[src/rtl/regfile_port_sequencer.sv]
// Shares one synchronous-read register file port between decode (two reads per request)
// and writeback (one write), with write priority, a read starvation guard and rs1 bypass.
module regfile_port_sequencer #(
  parameter int W         = 32,
  parameter int A         = 5,
  parameter int MAX_DEFER = 2
) (
  input  logic         clk,
  input  logic         reset,
  input  logic         rd_req_valid,
  output logic         rd_req_ready,
  input  logic [A-1:0] rd_rs1,
  input  logic [A-1:0] rd_rs2,
  output logic         rd_resp_valid,
  output logic [W-1:0] rd_rs1_data,
  output logic [W-1:0] rd_rs2_data,
  input  logic         wr_valid,
  output logic         wr_ready,
  input  logic [A-1:0] wr_addr,
  input  logic [W-1:0] wr_data,
  output logic         rf_write_enable,
  output logic [A-1:0] rf_addr,
  output logic [W-1:0] rf_write_data,
  input  logic [W-1:0] rf_read_data
);

  localparam int DW = $clog2(MAX_DEFER + 1);

  typedef enum logic [1:0] {
    S_IDLE,
    S_RD2,
    S_RD2_WAIT,
    S_FIN
  } state_t;

  state_t         r_state;
  state_t         w_state_nxt;
  logic [A-1:0]   r_rs1_addr;
  logic [A-1:0]   r_rs2_addr;
  logic [W-1:0]   r_rs1_q;
  logic [DW-1:0]  r_defer_cnt;

  logic w_write_ok;
  logic w_wr_go;
  logic w_accept;
  logic w_issue_rs2;
  logic w_read_pending;
  logic w_in_rd2;
  logic w_bypass;

  // A write may only win the slot while the pending read has not been deferred too often.
  assign w_write_ok = wr_valid && (r_defer_cnt < DW'(MAX_DEFER));
  assign w_in_rd2   = (r_state == S_RD2) || (r_state == S_RD2_WAIT);

  // NOTE: every output of this block gets a default first, so no path leaves a latch behind.
  always_comb begin
    w_state_nxt     = r_state;
    w_wr_go         = 1'b0;
    w_accept        = 1'b0;
    w_issue_rs2     = 1'b0;
    rd_req_ready    = 1'b0;
    wr_ready        = 1'b0;
    rf_write_enable = 1'b0;
    rf_addr         = '0;
    rf_write_data   = '0;

    if (!reset) begin
      unique case (r_state)
        S_IDLE: begin
          if (w_write_ok) begin
            w_wr_go = 1'b1;
          end else if (rd_req_valid) begin
            w_accept     = 1'b1;
            rd_req_ready = 1'b1;
            rf_addr      = rd_rs1;
            w_state_nxt  = S_RD2;
          end
        end
        S_RD2, S_RD2_WAIT: begin
          if (w_write_ok) begin
            w_wr_go     = 1'b1;
            w_state_nxt = S_RD2_WAIT;
          end else begin
            w_issue_rs2 = 1'b1;
            rf_addr     = r_rs2_addr;
            w_state_nxt = S_FIN;
          end
        end
        S_FIN: begin
          // The FIN slot is free: rs2 is already in flight, so any write may take it.
          w_wr_go     = wr_valid;
          w_state_nxt = S_IDLE;
        end
        default: w_state_nxt = S_IDLE;
      endcase

      if (w_wr_go) begin
        wr_ready        = 1'b1;
        rf_write_enable = 1'b1;
        rf_addr         = wr_addr;
        rf_write_data   = wr_data;
      end
    end
  end

  assign w_read_pending = ((r_state == S_IDLE) && rd_req_valid) || w_in_rd2;
  assign w_bypass       = w_wr_go && w_in_rd2 && (wr_addr == r_rs1_addr) && (wr_addr != '0);

  // NOTE: sequential state is updated with non-blocking assignments only.
  always_ff @(posedge clk) begin
    if (reset) begin
      r_state       <= S_IDLE;
      r_defer_cnt   <= '0;
      rd_resp_valid <= 1'b0;
      rd_rs1_data   <= '0;
      rd_rs2_data   <= '0;
    end else begin
      r_state       <= w_state_nxt;
      rd_resp_valid <= (r_state == S_FIN);
      if (r_state == S_FIN) begin
        rd_rs1_data <= r_rs1_q;
        rd_rs2_data <= rf_read_data;
      end
      if (w_accept || w_issue_rs2) begin
        r_defer_cnt <= '0;
      end else if (w_wr_go && w_read_pending) begin
        r_defer_cnt <= r_defer_cnt + DW'(1);
      end
    end
  end

  // NOTE: operand latches carry no reset; they are always written before any use.
  always_ff @(posedge clk) begin
    if (w_accept) begin
      r_rs1_addr <= rd_rs1;
      r_rs2_addr <= rd_rs2;
    end
    if (w_bypass) begin
      r_rs1_q <= wr_data;
    end else if (r_state == S_RD2) begin
      r_rs1_q <= rf_read_data;
    end
  end

endmodule

[config.mk]
export PLATFORM = sky130hd
export DESIGN_NAME = regfile_port_sequencer
export DESIGN_NICKNAME = d
export VERILOG_FILES = /design/src/rtl/regfile_port_sequencer.sv
export SDC_FILE = /design/constraint.sdc
export NUM_CORES = 1
export LEC_CHECK = 0
export CAP_MARGIN = 30
export CORE_MARGIN = 4
export CORE_UTILIZATION = 44
export DETAILED_ROUTE_END_ITERATION = 8
export PLACE_DENSITY = 0.85
export SETUP_SLACK_MARGIN = 0.4
export SYNTH_ARGS = -nofsm -noshare
export SYNTH_HDL_FRONTEND = slang
export SYNTH_SLANG_ARGS = --single-unit
[constraint.sdc]
create_clock -name clk -period 4.3 [get_ports clk]
set_clock_uncertainty 0.1 [all_clocks]
set_input_delay 1.29 -clock clk [delete_from_list [all_inputs] [get_ports clk]]
set_output_delay 1.29 -clock clk [all_outputs]
set_load 0.005 [all_outputs]
# ---- Yosys cells after proc, flatten, opt, wreduce, memory -nomap -nowiden
# Cells that the tools add are included.
dict set report op_classes {
  order_cmp 1
  muxes 27
  add_sub_neg 1
  n_eq_ne 6
  n_reduce_logical 16
}
# op count
set ops {}
lappend ops {{2-to-1 mux 32 bit} 4}
lappend ops {{2-to-1 mux 5 bit} 5}
lappend ops {{2-to-1 mux 1 bit} 13}
lappend ops {{one-hot mux 5 bit (2 select lines)} 1}
lappend ops {{logical AND 1 bit} 6}
lappend ops {{one-hot mux 2 bit (3 select lines)} 1}
lappend ops {{equality test 5 bit} 1}
lappend ops {{nonzero test 5 bit} 1}
lappend ops {{equality test 2 bit (second input constant)} 2}
lappend ops {{2-to-1 mux 2 bit} 2}
lappend ops {{!= test 2 bit (second input constant)} 2}
lappend ops {{OR reduction 2 bit} 2}
lappend ops {{logical OR 1 bit} 3}
lappend ops {{OR reduction 3 bit} 1}
lappend ops {{adder 2 x 1 -> 2 bit (second input constant)} 1}
lappend ops {{equality test 2 x 1 -> 1 bit (second input constant)} 1}
lappend ops {{zero test 2 bit} 1}
lappend ops {{less-than comparator 2 bit (second input constant)} 1}
lappend ops {{one-hot mux 1 bit (2 select lines)} 1}
lappend ops {{AND reduction 2 bit} 1}
lappend ops {{nonzero test 2 bit} 1}
dict set report totals {
  output_inout_bits 105
  register_bits 111
  elab_cells 59
}

# ---- Depth between registers and ports, before layout
dict set report depth {
  word_depth 10
  ltp_mapped 7
  depth_no_buf 6
}

# ---- Worst setup path after synthesis
# Ideal clock, no wire load.
dict set report synth_timing {
  path_type {input-to-output}
  startpoint {input port wr_valid}
  endpoint {output port rd_req_ready}
  n_path_buf 1
  t_arrival_ps 2338
  setup_slack_ps 572
  cell_stages 4
  cell_sequence {nand2b_1 -> clkbuf_1 -> and3_1 -> nor2b_1}
}
dict set report synth_via {
  elab_chain_cells 4
}
# element line_no
set synth_rtl {}
lappend synth_rtl {{start, declared} 17} ;# input logic wr_valid,
lappend synth_rtl {{logical AND 1 bit} 52} ;# assign w_write_ok = wr_valid && (r_defer_cnt < DW'(MAX_DEFER));
lappend synth_rtl {{2-to-1 mux 1 bit} 70} ;# if (w_write_ok) begin
lappend synth_rtl {{2-to-1 mux 1 bit} 68} ;# unique case (r_state)
lappend synth_rtl {{2-to-1 mux 1 bit} 67} ;# if (!reset) begin
lappend synth_rtl {{end, declared} 11} ;# output logic rd_req_ready,
# No other way between the ends.

# ---- Worst setup path in the final report
dict set report layout_timing {
  startpoint {input port wr_valid}
  endpoint {output port rf_write_data[31]}
}
dict set report layout_via {
  elab_chain_cells 6
}
# element line_no
set layout_rtl {}
lappend layout_rtl {{logical AND 1 bit} 52}
lappend layout_rtl {{2-to-1 mux 1 bit} {70, 80}}
lappend layout_rtl {{one-hot mux 1 bit (2 select lines) *} 68}
lappend layout_rtl {{2-to-1 mux 1 bit *} 67}
lappend layout_rtl {{2-to-1 mux 32 bit *} 97} ;# if (w_wr_go) begin
lappend layout_rtl {{2-to-1 mux 32 bit *} 67}
lappend layout_rtl {{end, declared} 23} ;# output logic [W-1:0] rf_write_data,
# Mark *: on every way between the ends. The rest lies on a longest branch, timed or not. The select of a mux whose other input is x is not followed.

==> qor.tcl <==
set qor(status) {complete, no violations}
set qor(grt_first_pass_wirelength_um) 19400
set qor(antenna_found_initial) 0
set qor(total_gr_overflow) 0
set qor(syn_to_final_growth_pct) 50.9
set qor(die_area_um2) 12400
set qor(floorplan.initialDensity) 0.455
set qor(antenna_cells_inserted) 0
set qor(cp_data_arrival_time_ps) 2540
set qor(layout_commonest_cell) {sky130_fd_sc_hd__clkdlybuf4s50_1}
set qor(drive_gt1_frac) 0.125
set qor(layout.cells.most_common_list) {sky130_fd_sc_hd__clkdlybuf4s50_1 (156), sky130_fd_sc_hd__nor2_1 (70), sky130_fd_sc_hd__dfxtp_1 (69)}
set qor(clkPwrFrac) 0.239
set qor(tritoncts) {yes}
set qor(end_kind) {output pin}
set qor(ir_worst_vdd_uv) 175
set qor(stdcell_count) 722
set qor(floorplan.io_pins) 188
set qor(p_per_area_nw_per_um2) 373
set qor(numCtsBuffers) 9
set qor(critical_path.startpoint_type) {primary input}
set qor(fraction_of_the_yosys_area_taken_by_sequential_cells) 0.561
set qor(max_cap_violations) 0
set qor(ff2ff_setup_slack_ps) 1730
set qor(worstHoldPathType) {reg2reg}
set qor(post_dp_cell_area_um2) 6730
set qor(wl_um) 12500
set qor(fin_tns_setup_ps) 0
set qor(cts_sinks) 111
set qor(synth_flop_cell) {sky130_fd_sc_hd__dfxtp_1}
set qor(drt_first_iter_violations) 165
set qor(fin_crit_ps) 3930
set qor(synth-warning-count) 0
set qor(cts_hold_buffers) 0
set qor(die_w_um) 112
set qor(pre_cts_slack_ps) -113
set qor(h-tree-depth) 3
set qor(clock_insertion_delay_worst_skew_ps) 360
set qor(finish.net_count) 668
set qor(pwr-share-seq) 0.500
set qor(drt-pass1-iter-count) 4
set qor(routed-via-count) 3659
set qor(fmax_mhz) 255
set qor(crit_required_ps) 2910
set qor(layout_setup_ws_ps) 372
set qor(grt_setup_unrepaired) {true}
set qor(setup_viol) 0
set qor(crit_slowest_cell) {sky130_fd_sc_hd__clkdlybuf4s50_1}
set qor(static-leakage-power_uw) 0.00297
set qor(clkSlewWorstSetupHoldPaths_ps) 120
set qor(synthesized_instance_count) 390
set qor(critical_path_peak_fanout) 11
set qor(grt_start_max_net_pins) 70
set qor(total_placed_cells_including_tap_cells) 697
set qor(post_synthesis_cell_area_um2) 4710
set qor(detail_route.vias_per_cell) 5.07
set qor(critical_path_class) {in2out}
set qor(post-route-drc-count) 0
set qor(finalWeightedCongestion) 0.915
set qor(finish.utilization) 0.686
set qor(detail_route.wl_per_cell_um) 17.4
set qor(groute.usage.overall) 0.193
set qor(coreArea_um2) 10400
set qor(share_comb_of_total_power) 0.261
set qor(internal-power_uw) 1910
set qor(switchingPower_uw) 741
set qor(syn_area_per_cell_um2) 12.1
set qor(slew_violations) 0
set qor(synth_edf_count) 42
set qor(post-dp-hpwl_um) 8860
set qor(critPathBufInv) 4
set qor(floorplan.die.height_um) 112
set qor(timing.final.hold_violations) 0
set qor(ys_seq_elements) 111
set qor(critical_path_s_top_delay_family) {buffers and inverters}
set qor(timing.final.crit_share) 0.913
set qor(sw_frac_of_total) 0.279
set qor(floorplan.rows) 37
set qor(postRouteAntennaNets) 0
set qor(post_synth_num_cell_types) 32
set qor(port_buffers) 187
set qor(crit_path_max_incr_delay_ps) 500
set qor(clockBufferDepth) 2
set qor(synth_async_reset_ratio) 0
set qor(clockRootBuffer) {sky130_fd_sc_hd__clkbuf_8}
set qor(fill_cells) 760
set qor(slew_headroom) 0.513
set qor(crit_path_cell_trace) {buf_2 > nor2b_4 > buf_4 > buf_12 > and3_1 > clkdlybuf4s50_1}
set qor(syn-num-nets) 477
set qor(number_of_global_route_vias_before_repair) 3819
set qor(worst-slew-pin-transition_ps) 730
set qor(final_cell_area_um2) 7110
what timing repair did:
item                       in CTS  in global routing
cloned                          1                  0
setup endpoints to repair      40                 35
resized for setup              17                 30
hold endpoints to repair        0                  0
buffers inserted                2                  6
cell usage after synthesis (5+ instances only):
cell type | n | area [um^2]
sky130_fd_sc_hd__edfxtp_1 | 42 | 1260
sky130_fd_sc_hd__nand2_1 | 7 | 26.3
sky130_fd_sc_hd__and3_1 | 34 | 213
sky130_fd_sc_hd__mux2_4 | 20 | 300
sky130_fd_sc_hd__mux2_1 | 9 | 101
sky130_fd_sc_hd__clkbuf_1 | 15 | 56.3
sky130_fd_sc_hd__a32oi_1 | 5 | 43.8
sky130_fd_sc_hd__mux2i_1 | 65 | 651
sky130_fd_sc_hd__buf_2 | 9 | 45.0
sky130_fd_sc_hd__dfxtp_1 | 69 | 1380
sky130_fd_sc_hd__nor2_1 | 70 | 263
state kept, by name (all words and copies together), names as in the netlist:
signal / flops
r_rs1_q: 32
rd_resp_valid: 1
r_defer_cnt: 2
r_rs2_addr: 5
rd_rs2_data: 32
r_state: 2
r_rs1_addr: 5
rd_rs1_data: 32
path summary, 6_finish.rpt:
check                   start                 to  depth (start not counted)
setup / recovery     wr_valid  rf_write_data[31]                          6
hold / removal    r_rs1_q[26]    rd_rs1_data[26]                          2
setup reg to reg   r_state[0]        r_rs1_q[14]                          6
hold reg to reg   r_rs1_q[26]    rd_rs1_data[26]                          2
area by class of cell:
| cell class | count | area, um^2 | share of cell area |
|---|---|---|---|
| Multi-Input combinational cell | 247 | 1930 | 0.272 |
| Clock buffer | 10 | 128 | 0.0179 |
| Clock inverter | 6 | 73.8 | 0.0104 |
| Inverter | 3 | 11.3 | 0.00158 |
| Timing Repair Buffer | 209 | 2150 | 0.303 |
| Sequential cell | 111 | 2640 | 0.372 |
| Tap cell | 136 | 170 | 0.0239 |
through the flow:
step	total power [uW]	hold slack (ps)
after floorplan	1690	356
after global placement	2000	363
after detailed placement	2040	374
after CTS	2680	387
after global routing	2790	429
final	2650	381
layer usage:
metal  GRT usage  part of all wire  up-vias
met5           0                 0        -
met4      0.0933             0.029        0
met3      0.0663             0.079       30
met2       0.327              0.49      166
met1       0.217              0.40     1711
li1            -                 -     1752
power groups by stage:
stage          clock network, uW  registers (uW)  logic [uW]
2_1_floorplan                  0            1340         344
3_3_place_gp                   0            1340         658
3_5_place_dp                   0            1350         684
4_1_cts                      655            1330         695
5_1_grt                      698            1340         750
6_report                     635            1330         692
kinds of logic after synthesis:
logic type | after synthesis | synth area share
simple gates | 124 | 0.126
flops | 111 | 0.561
mux | 98 | 0.233
buf+inv | 32 | 0.0350
compound gates | 17 | 0.0276
xor+xnor | 4 | 0.00743
fa+ha+maj | 4 | 0.0106
worst register-to-register path: stages, from the launching register on:
cell and delay, ps:
sky130_fd_sc_hd__dfxtp_1 410, sky130_fd_sc_hd__ha_4 170, sky130_fd_sc_hd__or2b_2 490, sky130_fd_sc_hd__nand3_2 180, sky130_fd_sc_hd__a211oi_4 280, sky130_fd_sc_hd__buf_4 360, sky130_fd_sc_hd__mux2_4 350
(Power assumes the default switching activity.)
